### src/rtl/jogo_genius_param_if.sv
// Board-side signal bundle for the Genius game engine: start/mode/buttons in, LEDs and status flags out.
interface jogo_genius_param_if #(
   parameter int unsigned N_BOTOES = 4
) ();
   logic                iniciar;
   logic [N_BOTOES-1:0] botoes;
   logic                modo;
   logic [N_BOTOES-1:0] leds;
   logic                vez_jogador;
   logic                pronto;
   logic                ganhou;
   logic                perdeu;
   logic                timeout;

   modport master (
      output iniciar, botoes, modo,
      input  leds, vez_jogador, pronto, ganhou, perdeu, timeout
   );

   modport slave (
      input  iniciar, botoes, modo,
      output leds, vez_jogador, pronto, ganhou, perdeu, timeout
   );
endinterface

### src/rtl/jogo_genius_param.sv
// Parametrised Genius (Simon) engine: FSM, sequence memory, LFSR source, LED timer and play timeout.
// Define GENIUS_DEBUG_EN to expose db_estado/db_rodada/db_endereco/db_jogada_correta.
module jogo_genius_param #(
   parameter int unsigned N_BOTOES    = 4,
   parameter int unsigned LOG_RODADAS = 4,
   parameter int unsigned TEMPO_LED   = 2500,
   parameter int unsigned TIMEOUT     = 15000
) (
   input  logic                   clock,
   input  logic                   reset,
   jogo_genius_param_if.slave     io
`ifdef GENIUS_DEBUG_EN
   ,
   output logic [3:0]             db_estado,
   output logic [LOG_RODADAS-1:0] db_rodada,
   output logic [LOG_RODADAS-1:0] db_endereco,
   output logic                   db_jogada_correta
`endif
);

   localparam int unsigned W     = $clog2(N_BOTOES);
   localparam int unsigned LR    = LOG_RODADAS;
   localparam int unsigned DEPTH = 2 ** LOG_RODADAS;
   localparam int unsigned TMAX  = (TEMPO_LED > TIMEOUT) ? TEMPO_LED : TIMEOUT;
   localparam int unsigned CW    = $clog2(TMAX + 1);

   typedef enum logic [3:0] {
      INICIAL      = 4'd0,
      PREPARA      = 4'd1,
      MOSTRA_LED   = 4'd2,
      MOSTRA_PAUSA = 4'd3,
      ESPERA       = 4'd4,
      COMPARA      = 4'd5,
      PROX_RODADA  = 4'd6,
      GRAVA        = 4'd7,
      FIM_GANHOU   = 4'd8,
      FIM_ERRO     = 4'd9,
      FIM_TIMEOUT  = 4'd10
   } estado_t;

   estado_t         state_q, state_d;
   logic [15:0]     lfsr_q;
   logic [LR-1:0]   rodada_q, endereco_q;
   logic [CW-1:0]   cnt_q;
   logic            algum_q;
   logic            jogada_ok_q;
   logic            modo_q;
   logic [W-1:0]    mem [DEPTH];

   logic            jogada_feita;
   logic            jogada_valida;
   logic [W-1:0]    jogada_idx;
   logic [W-1:0]    elemento;
   logic            tempo_led_fim;

   assign jogada_feita  = (|io.botoes) & ~algum_q;
   assign jogada_valida = $onehot(io.botoes);
   assign elemento      = W'(lfsr_q % 16'(N_BOTOES));
   assign tempo_led_fim = (cnt_q == CW'(TEMPO_LED - 1));

   // One-hot button vector to element index
   always_comb begin
      jogada_idx = '0;
      for (int i = 0; i < int'(N_BOTOES); i++) begin
         if (io.botoes[i]) jogada_idx = W'(i);
      end
   end

   // State register
   always_ff @(posedge clock) begin
      if (reset) state_q <= INICIAL;
      else       state_q <= state_d;
   end

   // Next-state logic
   always_comb begin
      state_d = state_q;
      case (state_q)
         INICIAL:      if (io.iniciar) state_d = PREPARA;
         PREPARA:      state_d = MOSTRA_LED;
         MOSTRA_LED:   if (tempo_led_fim) state_d = MOSTRA_PAUSA;
         MOSTRA_PAUSA: if (tempo_led_fim) state_d = (endereco_q == rodada_q) ? ESPERA : MOSTRA_LED;
         ESPERA: begin
            if (jogada_feita)                       state_d = COMPARA;
            else if (cnt_q == CW'(TIMEOUT - 1))     state_d = FIM_TIMEOUT;
         end
         COMPARA: begin
            if (!jogada_ok_q)                state_d = FIM_ERRO;
            else if (endereco_q < rodada_q)  state_d = ESPERA;
            else if (rodada_q == '1)         state_d = FIM_GANHOU;
            else                             state_d = PROX_RODADA;
         end
         PROX_RODADA:  state_d = modo_q ? GRAVA : MOSTRA_LED;
         GRAVA:        if (jogada_feita && jogada_valida) state_d = MOSTRA_LED;
         FIM_GANHOU, FIM_ERRO, FIM_TIMEOUT: if (io.iniciar) state_d = PREPARA;
         default:      state_d = INICIAL;
      endcase
   end

   // Moore outputs; during the player's turn the LEDs echo the held buttons
   always_comb begin
      io.leds        = '0;
      io.vez_jogador = 1'b0;
      io.pronto      = 1'b0;
      io.ganhou      = 1'b0;
      io.perdeu      = 1'b0;
      io.timeout     = 1'b0;
      case (state_q)
         MOSTRA_LED:    io.leds = N_BOTOES'(1) << mem[endereco_q];
         ESPERA, GRAVA: begin
            io.vez_jogador = 1'b1;
            io.leds        = io.botoes;
         end
         FIM_GANHOU: begin
            io.pronto = 1'b1;
            io.ganhou = 1'b1;
         end
         FIM_ERRO: begin
            io.pronto = 1'b1;
            io.perdeu = 1'b1;
         end
         FIM_TIMEOUT: begin
            io.pronto  = 1'b1;
            io.perdeu  = 1'b1;
            io.timeout = 1'b1;
         end
         default: ;
      endcase
   end

   // Datapath: LFSR, timer (cleared on every state change), round/address and sequence memory
   always_ff @(posedge clock) begin
      if (reset) begin
         lfsr_q      <= 16'hACE1;
         rodada_q    <= '0;
         endereco_q  <= '0;
         cnt_q       <= '0;
         algum_q     <= 1'b0;
         jogada_ok_q <= 1'b0;
         modo_q      <= 1'b0;
      end else begin
         lfsr_q  <= {lfsr_q[14:0], lfsr_q[15] ^ lfsr_q[13] ^ lfsr_q[12] ^ lfsr_q[10]};
         algum_q <= |io.botoes;
         cnt_q   <= (state_d != state_q) ? '0 : cnt_q + CW'(1);
         case (state_q)
            PREPARA: begin
               rodada_q   <= '0;
               endereco_q <= '0;
               mem[0]     <= elemento;
               modo_q     <= io.modo;
            end
            MOSTRA_PAUSA: begin
               if (state_d != MOSTRA_PAUSA)
                  endereco_q <= (endereco_q == rodada_q) ? '0 : endereco_q + LR'(1);
            end
            ESPERA: begin
               if (jogada_feita)
                  jogada_ok_q <= jogada_valida && (jogada_idx == mem[endereco_q]);
            end
            COMPARA: begin
               if (state_d == ESPERA) endereco_q <= endereco_q + LR'(1);
            end
            PROX_RODADA: begin
               rodada_q <= rodada_q + LR'(1);
               if (!modo_q) begin
                  mem[rodada_q + LR'(1)] <= elemento;
                  endereco_q             <= '0;
               end
            end
            GRAVA: begin
               if (state_d == MOSTRA_LED) begin
                  mem[rodada_q] <= jogada_idx;
                  endereco_q    <= '0;
               end
            end
            default: ;
         endcase
      end
   end

`ifdef GENIUS_DEBUG_EN
   assign db_estado         = state_q;
   assign db_rodada         = rodada_q;
   assign db_endereco       = endereco_q;
   assign db_jogada_correta = jogada_ok_q;
`endif

endmodule

### src/flat_wrapper.sv
// flat-port wrapper written by rule: the top's interface ports become plain ports
module jogo_genius_param_flat 
#(
   parameter int unsigned N_BOTOES    = 4,
   parameter int unsigned LOG_RODADAS = 4,
   parameter int unsigned TEMPO_LED   = 2500,
   parameter int unsigned TIMEOUT     = 15000
)
  (clock, reset, io_iniciar, io_botoes, io_modo, io_leds, io_vez_jogador, io_pronto, io_ganhou, io_perdeu, io_timeout);
  jogo_genius_param_if #(.N_BOTOES(N_BOTOES)) io_i ();
  input  logic clock;
  input  logic reset;
  input wire logic [$bits(io_i.iniciar)-1:0] io_iniciar;
  input wire logic [$bits(io_i.botoes)-1:0] io_botoes;
  input wire logic [$bits(io_i.modo)-1:0] io_modo;
  output wire logic [$bits(io_i.leds)-1:0] io_leds;
  output wire logic [$bits(io_i.vez_jogador)-1:0] io_vez_jogador;
  output wire logic [$bits(io_i.pronto)-1:0] io_pronto;
  output wire logic [$bits(io_i.ganhou)-1:0] io_ganhou;
  output wire logic [$bits(io_i.perdeu)-1:0] io_perdeu;
  output wire logic [$bits(io_i.timeout)-1:0] io_timeout;
  assign io_i.iniciar = io_iniciar;
  assign io_i.botoes = io_botoes;
  assign io_i.modo = io_modo;
  assign io_leds = io_i.leds;
  assign io_vez_jogador = io_i.vez_jogador;
  assign io_pronto = io_i.pronto;
  assign io_ganhou = io_i.ganhou;
  assign io_perdeu = io_i.perdeu;
  assign io_timeout = io_i.timeout;
  jogo_genius_param #(.N_BOTOES(N_BOTOES), .LOG_RODADAS(LOG_RODADAS), .TEMPO_LED(TEMPO_LED), .TIMEOUT(TIMEOUT)) u_core (.clock(clock), .reset(reset), .io(io_i));
endmodule
### config.mk
export PLATFORM = sky130hd
export DESIGN_NAME = jogo_genius_param_flat
export DESIGN_NICKNAME = d
export VERILOG_FILES = /design/src/rtl/jogo_genius_param_if.sv /design/src/rtl/jogo_genius_param.sv /design/src/flat_wrapper.sv
export SDC_FILE = /design/constraint.sdc
export NUM_CORES = 1
export LEC_CHECK = 0
export ABC_AREA = 1
export CAP_MARGIN = 30
export CORE_MARGIN = 2
export CORE_UTILIZATION = 60
export DETAILED_ROUTE_END_ITERATION = 7
export PLACE_DENSITY = 0.87
export SYNTH_ARGS = -nofsm -noshare
export SYNTH_HDL_FRONTEND = slang
export SYNTH_SLANG_ARGS = --single-unit
### constraint.sdc
create_clock -name clock -period 6.79 [get_ports clock]
set_input_delay 1.358 -clock clock [delete_from_list [all_inputs] [get_ports clock]]
set_output_delay 1.358 -clock clock [all_outputs]
set_load 0.05 [all_outputs]
* After elaboration in Yosys (flattened, before gate mapping)
Memories as Yosys holds them, arrays and structs flattened. A register that Yosys moved wholly into a read port is not among the register bits.
Cells that the tools add are included.
** Word-level totals
- Register bits after elaboration :: 45
- Word-level logic and storage cells :: 108
- Memories :: 1
- Input bits :: 8
- RAM bits :: 32
** Operators by class
- Add/subtract/negate cells :: 6
- Shift-type cells :: 1
- $lt $le $gt $ge :: 1
- Bitwise gates (word level) :: 5
- Mux-type cells :: 47
- Equal/unequal tests :: 24
- Reductions and logical operators :: 15
** Memory list
- u_core.mem :: depth 16, width 2, read ports 1, clocked after Yosys merged registers in 1, write ports 1, RTL line jogo_genius_param.sv:48 : logic [W-1:0] mem [DEPTH];
** Operators by type and width (number)
- 4-bit two-way mux :: 18
- 4-bit case mux with 8 select lines :: 1
- 4-bit by 3-bit equality test with 1-bit output, second input constant :: 5
- 4-bit case mux with 5 select lines :: 1
- 1-bit two-way mux :: 19
- 4-bit equality test, second input constant :: 4
- 4-bit case mux with 2 select lines :: 2
- 14-bit by 1-bit adder with 14-bit output, second input constant :: 1
- 14-bit by 12-bit equality test with 1-bit output, second input constant :: 1
- 14-bit equality test, second input constant :: 1
- 4-bit by 2-bit equality test with 1-bit output, second input constant :: 3
- 2-bit OR reduction :: 5
- 4-bit by 1-bit adder with 4-bit output, second input constant :: 2
- 2-bit two-way mux :: 4
- 4-bit OR reduction :: 2
- 3-bit two-way mux :: 2
- 2-bit by 1-bit inequality test with 1-bit output, second input constant :: 3
- 5-bit AND reduction :: 1
- 5-bit nonzero test :: 1
- 1-bit by 1-bit adder with 2-bit output :: 2
- 4-bit by 1-bit equality test with 1-bit output, second input constant :: 1
- 4-bit equality test :: 1
- 4-bit zero test :: 1
- 4-bit less-than comparator :: 1
- 14 further kinds :: 17

* Longest topological paths before layout
Gate-level depths: netlist of the first run.
- Word-level depth :: 13
- Depth in mapped cells :: 19

* Least setup slack after synthesis of the first run
Ideal clock, no wire load.
- Path kind :: input-to-reg
- Start :: in io_botoes[0]
- End :: mem u_core.mem[0][0] in the netlist's numbering, data pin
- Data required time :: 6.460 ns
- Buffers on the path :: 1
- Stages :: 13
- Slack :: 2.565 ns
- Arrival :: 3.894 ns
- Cells stage by stage :: inv_1 -> ha_1 -> ha_1 -> fa_1 -> nand3b_1 -> nor2_1 -> nor2_2 -> nor2_4 -> nand4_4 -> nor2_4 -> nand3_2 -> buf_6 -> o21ai_0
** Between the ends
- Word-level cells in the longest chain between the ends :: 13
** Ends and longest elaborated chain
- start, declared :: RTL line flat_wrapper.sv:14 : input wire logic [$bits(io_i.botoes)-1:0] io_botoes;
- 1-bit by 1-bit adder with 2-bit output (implied by the code) :: RTL line jogo_genius_param.sv:57 : assign jogada_valida = $onehot(io.botoes);
- 3-bit adder (implied by the code) :: RTL line jogo_genius_param.sv:57
- 3-bit by 1-bit equality test with 1-bit output :: RTL line jogo_genius_param.sv:57
- 1-bit logical AND :: RTL line jogo_genius_param.sv:94 : GRAVA: if (jogada_feita && jogada_valida) state_d = MOSTRA_LED;
- 4-bit two-way mux :: RTL line jogo_genius_param.sv:94
- 4-bit case mux with 8 select lines * :: RTL line jogo_genius_param.sv:78 : case (state_q)
- 4-bit by 2-bit equality test with 1-bit output * :: RTL line jogo_genius_param.sv:171 : if (state_d == MOSTRA_LED) begin
- 1-bit two-way mux * :: RTL line jogo_genius_param.sv:171
- 1-bit two-way mux * :: RTL line jogo_genius_param.sv:145 : case (state_q)
- 1-bit two-way mux * :: RTL line jogo_genius_param.sv:133 : if (reset) begin
- 1-bit two-way mux (implied by the code) * :: RTL line jogo_genius_param.sv:172 : mem[rodada_q] <= jogada_idx;
- 2-bit OR reduction (no source line) *
- 2-bit two-way mux (no source line) *
- end, declared :: RTL line jogo_genius_param.sv:48
Every way passes the cells marked *; elsewhere a longest branch is shown, timed or not.

* Final worst setup path of the first run
- Start :: in io_botoes[2]
- End :: mem u_core.mem[2][1] in the netlist's numbering, enable pin
** Between the ends
- Word-level cells in the longest chain between the ends :: 13
** Ends and longest elaborated chain (RTL line)
- 1-bit by 1-bit adder with 2-bit output (implied by the code) :: jogo_genius_param.sv:57
- 3-bit adder (implied by the code) :: jogo_genius_param.sv:57
- 3-bit by 1-bit equality test with 1-bit output :: jogo_genius_param.sv:57
- 1-bit logical AND :: jogo_genius_param.sv:94
- 4-bit two-way mux :: jogo_genius_param.sv:94
- 4-bit case mux with 8 select lines * :: jogo_genius_param.sv:78
- 4-bit by 2-bit equality test with 1-bit output * :: jogo_genius_param.sv:171
- 1-bit two-way mux * :: jogo_genius_param.sv:171
- 1-bit two-way mux * :: jogo_genius_param.sv:145
- 1-bit two-way mux * :: jogo_genius_param.sv:133
- 1-bit two-way mux (implied by the code) * :: jogo_genius_param.sv:172
- 2-bit OR reduction (no source line)
- 4-bit two-way mux (no source line) or 1-bit two-way mux (tied branches)
Marks and branches as above.

==> impl_metrics.tcl, run 1 <==
set metrics [dict create \
    place_inst 625 \
    clock_sinks 81 \
    final_hold_viol_count 0 \
    grt_overflow 0 \
    cts-resized-gates 0 \
    synth_cell_types 35 \
    synth_cells 523 \
    synth_area_leaders "dfxtp_1, edfxtp_1, nand2_1" \
    clk_pin_slew_ns 0.08 \
    async_reset_ff_frac 0 \
    start_util 0.618 \
    wire_per_inst_um 13.2 \
    clock_skew_ns 0.00855 \
    num_rows 30 \
    syn_nets 544 \
    viasPerCell 5.25 \
    post-route-util 0.680 \
    post-route-worst-setup-slack_ns 2.40 \
    io_pins 17 \
    fin_crit_sh 0.647 \
    fin_nets 561 \
    leakage_nw 1.90 \
    setup_viol 0 \
    htree_num_levels 3 \
    postCtsSetupRepairBufs 0 \
    cts_tree "yes" \
    drt_iter0_markers 149 \
    critPathLaunchType "primary input" \
    numCtsBuffers 9 \
    tns_ns 0 \
    insertion_delay_ns 0.36 \
    clk_path_buf_depth 2 \
    die-area_um2 7690 \
    synth-seq-area-share 0.462 \
    avgSynthCellArea_um2 8.03 \
    drv_cap 0 \
    peakVddDrop_mv 0.168 \
    gp_congestion 0.947 \
    cp.required_ns 6.85 \
    ys_top_cells_by_count "nand2_1, nor2_1, inv_1" \
    n_fill_cell 548 \
    drive_gt1_frac 0.123 \
    via_count 3363 \
    die_y_um 87.7 \
    status "finished, final reports clean" \
    powerDensity_nw_per_um2 231 \
    drtAntennaViolNets 0 \
    post-route-drc-count 0 \
    min_period_ns 4.39 \
    syn2layout_area_growth_pct 9.92 \
    postCtsHoldBufs 0 \
    antenna_cells 0 \
    antenna_found_initial 0 \
    first_pass_iters 4 \
    hp-class "reg -> reg" \
    netlist.area_leader.share 0.234 \
    drv_slew 0 \
    ys.flop_type "dfxtp_1" \
    grt_pass1_vias 3312 \
    rsz0062_at_grt "no" \
    synth.most_common_cell "nand2_1" \
    end_kind "flip-flop" \
    synth_edf_count 32 \
    pre_cts_ws_ns 2.04 \
    root_buffer "clkbuf_8" \
    grt_pass1_wl_um 14100 \
    hold_slack_ns 0.411 \
    power.total_mw 1.07 \
    die_x_um 87.7 \
    synth_area_leader_cell "dfxtp_1" \
    port_buffers 16 \
    worstPathMaxFanout 11 \
    max_freq_ghz 0.228 \
    slew_headroom 0.369 \
    dpl.hpwl_um 6190 \
    wl_um 8460 \
    synth_warnings 0 \
    worst_pin_slew_ns 0.943 \
    fin_cells 641 \
    coreArea_um2 6790 \
    grt_max_degree 33 \
    synth-seq-cells 81 \
    crit_arrival_ns 4.45 \
    syn-cell-area_um2 4200 \
    path_class "in -> reg" \
    grt_usage 0.235 \
    design_area_um2 4620 \
    place_area_um2 4430 \
]
==> final timing paths <==
path | depth (start not counted) | slack [ns] | to | from
worst max-delay path | 17 | 2.40 | u_core.mem[2][1] | io_botoes[2]
worst min-delay path | 1 | 0.41 | u_core.lfsr_q[10] | u_core.lfsr_q[9]
worst max register to register | 17 | 4.02 | u_core.mem[2][1] | u_core.rodada_q[2]
worst min register to register | 1 | 0.41 | u_core.lfsr_q[10] | u_core.lfsr_q[9]
==> metal layers <==
metal  global-route usage  vias to the layer above  wire, um
li1                     -                     1694         -
met5                    0                        -         0
met4                0.115                        0       165
met1                0.279                     1565      3630
met3               0.0396                       16       415
met2                0.410                       88      4250
==> flip-flops by register name (all words and copies together) (netlist names), named ones only <==
signal and count:
u_core.jogada_ok_q 1, u_core.lfsr_q 16, u_core.cnt_q 14, u_core.modo_q 1, u_core.state_q 4, u_core.endereco_q 4
u_core.mem 32, u_core.rodada_q 4, u_core.algum_q 1
==> kinds of logic (layout without fill, tap and decap cells) <==
| kind of cell | count (synthesis) | in the layout | share of synthesized area |
|---|---|---|---|
| adders and majority gates | 13 | 13 | 0.0405 |
| AOI/OAI and AO/OA | 56 | 56 | 0.0777 |
| xor gates and xnor gates | 21 | 21 | 0.0438 |
| DFF | 81 | 81 | 0.462 |
| buffers and inverters | 95 | 117 | 0.0909 |
| and+or+nand+nor | 257 | 257 | 0.285 |
==> layout by cell type (no fill, tap or decap), types with 3 or more instances in the layout <==
cell type,n
dfxtp_1,49
nand2_1,87
nor3_1,8
ha_1,12
o211ai_1,8
xnor2_1,4
clkbuf_8,10
nor2_1,84
o21ai_0,18
nand2_4,3
or2_2,7
nand3_2,3
nand2_2,6
edfxtp_1,32
a21oi_1,21
nand3_1,30
clkdlybuf4s50_1,16
inv_2,8
nand4_1,4
o22ai_1,4
xor2_1,17
inv_1,75
nor2_4,4
nor2_2,16
==> critical path, cell delays in order <==
cell and delay [ns]:
clkdlybuf4s50_1 0.51, inv_1 0.09, ha_1 0.30, ha_1 0.19
fa_1 0.45, nand3b_1 0.17, nor2_1 0.11, nor2_2 0.07
nor2_4 0.09, nand4_4 0.15, nor2_4 0.14, nand3_2 0.21
nand2_1 0.12, nand2_1 0.10, inv_1 0.08, nand2_1 0.10
nor2_1 0.21
==> report_power, final <==
group          internal [mW]  switching, mW  leakage, nW  total (mW)
combinational         0.0597          0.117         1.11       0.176
sequential             0.528         0.0253        0.688       0.553
clock                  0.168          0.172        0.102       0.339
total                  0.755          0.314         1.90        1.07
==> layout make-up <==
class                      instances  area (um2)  area share
clock buffer                      13         171      0.0371
clock inverter                     3        20.0     0.00434
inverter                          83         312      0.0675
multi-input combinational        347        1880       0.407
sequential                        81        1940       0.421
tap                               96         120      0.0260
timing repair buffer              18         175      0.0379
(Power assumes the default switching activity.)
==> inputs of run 2 (changes only) <==
Clock period 6.79 ns to 4.2 ns, I/O delays scaled along.
==> impl_metrics.tcl, run 2 (synthesis results as in run 1) <==
set metrics [dict create \
    status "finished, final reports clean" \
    postCtsSetupRepairBufs 0 \
    tns_ns 0 \
    first_pass_iters 5 \
    rr_endpoint "u_core.mem[7][0]" \
    drt_iter0_markers 220 \
    path_class "in -> reg" \
    critPathLaunchType "primary input" \
    fin_cells 644 \
    hp-class "reg -> reg" \
    numCtsBuffers 9 \
    slowest_delay_ns 0.51 \
    cp.required_ns 4.25 \
    use_met3 0.0452 \
    htree_num_levels 3 \
    min_to "u_core.lfsr_q[9]" \
    die_y_um 87.7 \
    coreArea_um2 6790 \
    worst_pin_slew_ns 0.896 \
    whs_path_depth 2 \
    slew_headroom 0.397 \
    place_inst 628 \
    peakVddDrop_mv 0.293 \
    post-route-util 0.684 \
    root_buffer "clkbuf_8" \
    dpl.hpwl_um 6070 \
    crit_slowest_cell "clkdlybuf4s50_1" \
    cts_tree "yes" \
    port_buffers 16 \
    syn2layout_area_growth_pct 10.7 \
    wire_per_inst_um 12.7 \
    cts-resized-gates 0 \
    grt_pass1_vias 3137 \
    reg2reg_depth 17 \
    end_kind "flip-flop" \
    fin_nets 564 \
    post-route-worst-setup-slack_ns 0.368 \
    leakage_nw 1.92 \
    clock_sinks 81 \
    max_freq_ghz 0.261 \
    die_x_um 87.7 \
    insertion_delay_ns 0.36 \
    drv_cap 0 \
    grt_usage 0.229 \
    pre_cts_ws_ns 0.0165 \
    power_frac_comb 0.170 \
    grt_max_degree 33 \
    final_hold_viol_count 0 \
    grt_overflow 0 \
    wl_um 8170 \
    power.share.switching 0.287 \
    postCtsHoldBufs 0 \
    busiest_layer "met2" \
    drv_slew 0 \
    met1_usage 0.295 \
    ff2ff_setup_slack_ns 1.46 \
    final_cell_mix "nand2_1, nor2_1, inv_1" \
    grt_use_met2 0.380 \
    final_common_cell "nand2_1" \
    path_cells "clkdlybuf4s50_1 -> inv_1 -> ha_1 -> ha_1 -> fa_1 -> nand3b_1 -> nor2_1 -> nor2_2 -> nor2_4 -> nand4_4 -> nor2_4 -> nand3_2 -> nand2_1 -> nand2_1 -> inv_1 -> nand2_1 -> nor2_1" \
    min_period_ns 3.83 \
    post-route-drc-count 0 \
    die-area_um2 7690 \
    antenna_cells 0 \
    crit_arrival_ns 3.88 \
    drtAntennaViolNets 0 \
    r2r-start "u_core.rodada_q[2]" \
    viasPerCell 5.19 \
    rsz0062_at_grt "no" \
    crit_top_cell "nand2_1" \
    num_rows 30 \
    intPower_mw 1.24 \
    antenna_found_initial 0 \
    seqPwrFrac 0.511 \
    clk_pin_slew_ns 0.08 \
    clk_path_buf_depth 2 \
    top_register "u_core.mem" \
    io_pins 17 \
    clockPowerShare 0.319 \
    fin_crit_sh 0.912 \
    powerDensity_nw_per_um2 373 \
    gp_congestion 0.944 \
    clock_skew_ns 0.0116 \
    largest_register_ffs 32 \
    reg_top3 "u_core.mem: 32 flops, u_core.lfsr_q: 16 flops, u_core.cnt_q: 14 flops" \
    start_util 0.618 \
    via_count 3345 \
    setup_viol 0 \
    switchingPower_mw 0.497 \
    worstPathMaxFanout 6 \
    grt_pass1_wl_um 13800 \
    drive_gt1_frac 0.128 \
    hp-start "u_core.lfsr_q[8]" \
]
==> run 2: changes by cell type in the layout (fill, tap and decap cells not counted) <==
cell,previous run,this run
clkbuf_2,1,0
inv_6,1,0
clkinv_4,0,1
clkbuf_8,10,9
clkinv_2,1,3
inv_4,1,0
buf_4,2,5
clkbuf_16,1,2
==> run 2: worst max-delay path by stage <==
stage / startpoint / to / slack [ns] / depth (start not counted)
5_1_grt: io_botoes[1] / u_core.mem[2][0] / 0.14 / 17
3_5_place_dp: io_botoes[2] / u_core.mem[8][0] / 0.02 / 16
6_report: io_botoes[2] / u_core.mem[7][0] / 0.37 / 17
4_1_cts: io_botoes[2] / u_core.mem[7][0] / 0.39 / 17
3_3_place_gp: io_botoes[1] / u_core.mem[8][1] / 0.13 / 16
2_1_floorplan: io_botoes[0] / u_core.mem[0][1] / 0.49 / 13
==> run 2: final cells by class <==
class,count,area [um2]
Fill cell,554,2140
Sequential cell,81,1940
Multi-Input combinational cell,347,1880
Inverter,83,312
Timing Repair Buffer,21,198
Clock buffer,12,178
Tap cell,96,120
Clock inverter,4,23.8
==> run 2: layer usage <==
layer	up-vias	share of wire
li1	1700	-
met1	1527	0.45
met2	101	0.48
met3	17	0.051
met4	0	0.020
met5	-	0
==> run 2: worst max-delay path: cells and delay by family <==
family | cells | cell delay [ns]
buf+inv | 3 | 0.68
fa+ha+maj | 3 | 0.95
simple gates | 11 | 1.41
==> run 2: through the flow <==
stage | cell area, um2 | hold WS [ns] | total power [mW]
final | 4650 | 0.410 | 1.73
after global routing | 4650 | 0.426 | 1.81
after CTS | 4650 | 0.415 | 1.74
after detailed placement | 4450 | 0.397 | 1.19
after global placement | 4450 | 0.392 | 1.18
after floorplan | 4200 | 0.388 | 1.12
==> run 2: power by group through the flow <==
stage | Combinational, mW | Clock, mW | Sequential [mW]
2_1_floorplan | 0.234 | 0 | 0.889
3_3_place_gp | 0.278 | 0 | 0.902
3_5_place_dp | 0.290 | 0 | 0.903
4_1_cts | 0.291 | 0.568 | 0.885
5_1_grt | 0.328 | 0.589 | 0.890
6_report | 0.295 | 0.553 | 0.886
==> inputs of run 3 (changes only) <==
Settings changed: CORE_ASPECT_RATIO set to 0.8, SETUP_SLACK_MARGIN set to 0.1.
==> impl_metrics.tcl, run 3 (synthesis results as in run 1) <==
set metrics [dict create \
    crit_family "buffers and inverters" \
    clock_sinks 81 \
    drtAntennaViolNets 0 \
    via_count 3382 \
    drive_gt1_frac 0.133 \
    clock_skew_ns 0.00616 \
    drv_cap 0 \
    num_rows 27 \
    status "finished, final reports clean" \
    port_buffers 16 \
    endpoint "io_leds[1]" \
    wire_per_inst_um 14.0 \
    root_buffer "clkbuf_8" \
    largest_register_ffs 32 \
    dpl.hpwl_um 6800 \
    cts_tree "yes" \
    numCtsBuffers 9 \
    grt_overflow 0 \
    worst_pin_slew_ns 0.782 \
    path_class "reg -> out" \
    max_freq_ghz 0.262 \
    crit_arrival_ns 2.97 \
    antenna_cells 0 \
    fin_nets 566 \
    die-area_um2 7690 \
    crit_cells 8 \
    fin_crit_sh 0.908 \
    slew_headroom 0.474 \
    drv_slew 0 \
    tns_ns 0 \
    setup_viol 0 \
    crit_top_cell "nand3_1" \
    crit_slowest_cell "clkdlybuf4s50_1" \
    postCtsSetupRepairBufs 0 \
    postCtsHoldBufs 0 \
    slowest_delay_ns 0.87 \
    pre_cts_ws_ns 0.0298 \
    final_cell_mix "nand2_1, nor2_1, inv_1" \
    min_period_ns 3.81 \
    path_cells "buf_4 -> o211ai_1 -> nand3_1 -> nand3_1 -> nand2_1 -> inv_1 -> o22ai_1 -> clkdlybuf4s50_1" \
    drt_iter0_markers 278 \
    start_util 0.616 \
    end_kind "primary output" \
    antenna_found_initial 0 \
    whs_path_depth 2 \
    powerDensity_nw_per_um2 385 \
    r2r-start "u_core.rodada_q[3]" \
    first_pass_iters 5 \
    gp_congestion 0.943 \
    ff2ff_setup_slack_ns 1.46 \
    viasPerCell 5.31 \
    cp.required_ns 3.36 \
    final_hold_viol_count 0 \
    leakage_nw 1.94 \
    grt_usage 0.245 \
    hp-class "reg -> reg" \
    grt_pass1_vias 3228 \
    rr_endpoint "u_core.mem[14][0]" \
    worstPathMaxFanout 17 \
    wl_um 8930 \
    insertion_delay_ns 0.36 \
    cts-resized-gates 0 \
    post-route-worst-setup-slack_ns 0.386 \
    post-route-util 0.685 \
    top_register "u_core.mem" \
    syn2layout_area_growth_pct 11.3 \
    die_x_um 97.5 \
    reg2reg_depth 17 \
    crit_buf_inv 3 \
    critPathLaunchType "flip-flop" \
    io_pins 17 \
    htree_num_levels 3 \
    grt_max_degree 20 \
    post-route-drc-count 0 \
    clk_pin_slew_ns 0.08 \
    grt_pass1_wl_um 14800 \
    clk_path_buf_depth 2 \
    power.total_mw 1.80 \
    coreArea_um2 6820 \
    rsz0062_at_grt "no" \
    reg_top3 "u_core.mem: 32 flops, u_core.lfsr_q: 16 flops, u_core.cnt_q: 14 flops" \
    final_common_cell "nand2_1" \
    die_y_um 78.8 \
    peakVddDrop_mv 0.219 \
]
-- run 3: power breakdown --
| part | internal [mW] | total [mW] | switching, mW |
|---|---|---|---|
| logic | 0.0986 | 0.294 | 0.195 |
| registers | 0.853 | 0.889 | 0.0360 |
| clock network | 0.335 | 0.619 | 0.284 |
-- run 3: final cells by class --
cell class / instances / area [um2]
inverter: 83 / 312
clock inverter: 4 / 56.3
sequential: 81 / 1940
fill: 510 / 2150
tap: 87 / 109
clock buffer: 12 / 168
multi-input combinational: 347 / 1880
timing repair buffer: 23 / 213
-- run 3: stage by stage --
| stage | area, um2 | std cells | hold slack [ns] |
|---|---|---|---|
| 2_1_floorplan | 4200 | 523 | 0.388 |
| 3_3_place_gp | 4450 | 621 | 0.394 |
| 3_5_place_dp | 4450 | 621 | 0.394 |
| 4_1_cts | 4680 | 637 | 0.410 |
| 5_1_grt | 4680 | 637 | 0.431 |
| 6_report | 4680 | 637 | 0.407 |
-- run 3: how the worst min path moves through the flow --
stage / startpoint / end / slack, ns
floorplan: u_core.lfsr_q[11] / u_core.lfsr_q[12] / 0.39
CTS: u_core.lfsr_q[11] / u_core.lfsr_q[12] / 0.41
detailed placement: u_core.lfsr_q[5] / u_core.lfsr_q[6] / 0.39
global route: u_core.lfsr_q[11] / u_core.lfsr_q[12] / 0.43
finish: u_core.lfsr_q[11] / u_core.lfsr_q[12] / 0.41
global placement: u_core.lfsr_q[14] / u_core.lfsr_q[15] / 0.39
-- run 3: per-layer routing --
metal,vias up,GRT usage,routed length [um]
met2,120,0.398,4110
met4,0,0.0681,89
li1,1711,-,-
met3,16,0.0748,666
met5,-,0,0
met1,1535,0.320,4070
-- run 3: worst reg2reg max path, cell delays in order, from the launching register on --
cell     delay [ns]
dfxtp_1        0.41
inv_1          0.15
ha_1           0.31
nand2_1        0.06
inv_1          0.04
nand2_1        0.06
nand2_1        0.07
nand2_1        0.09
nand2_1        0.05
nand2_1        0.05
nand3_1        0.17
nor2_4         0.18
nand3_2        0.19
nand2_1        0.12
nand2_1        0.09
inv_1          0.08
nand2_1        0.12
nor2_1         0.21
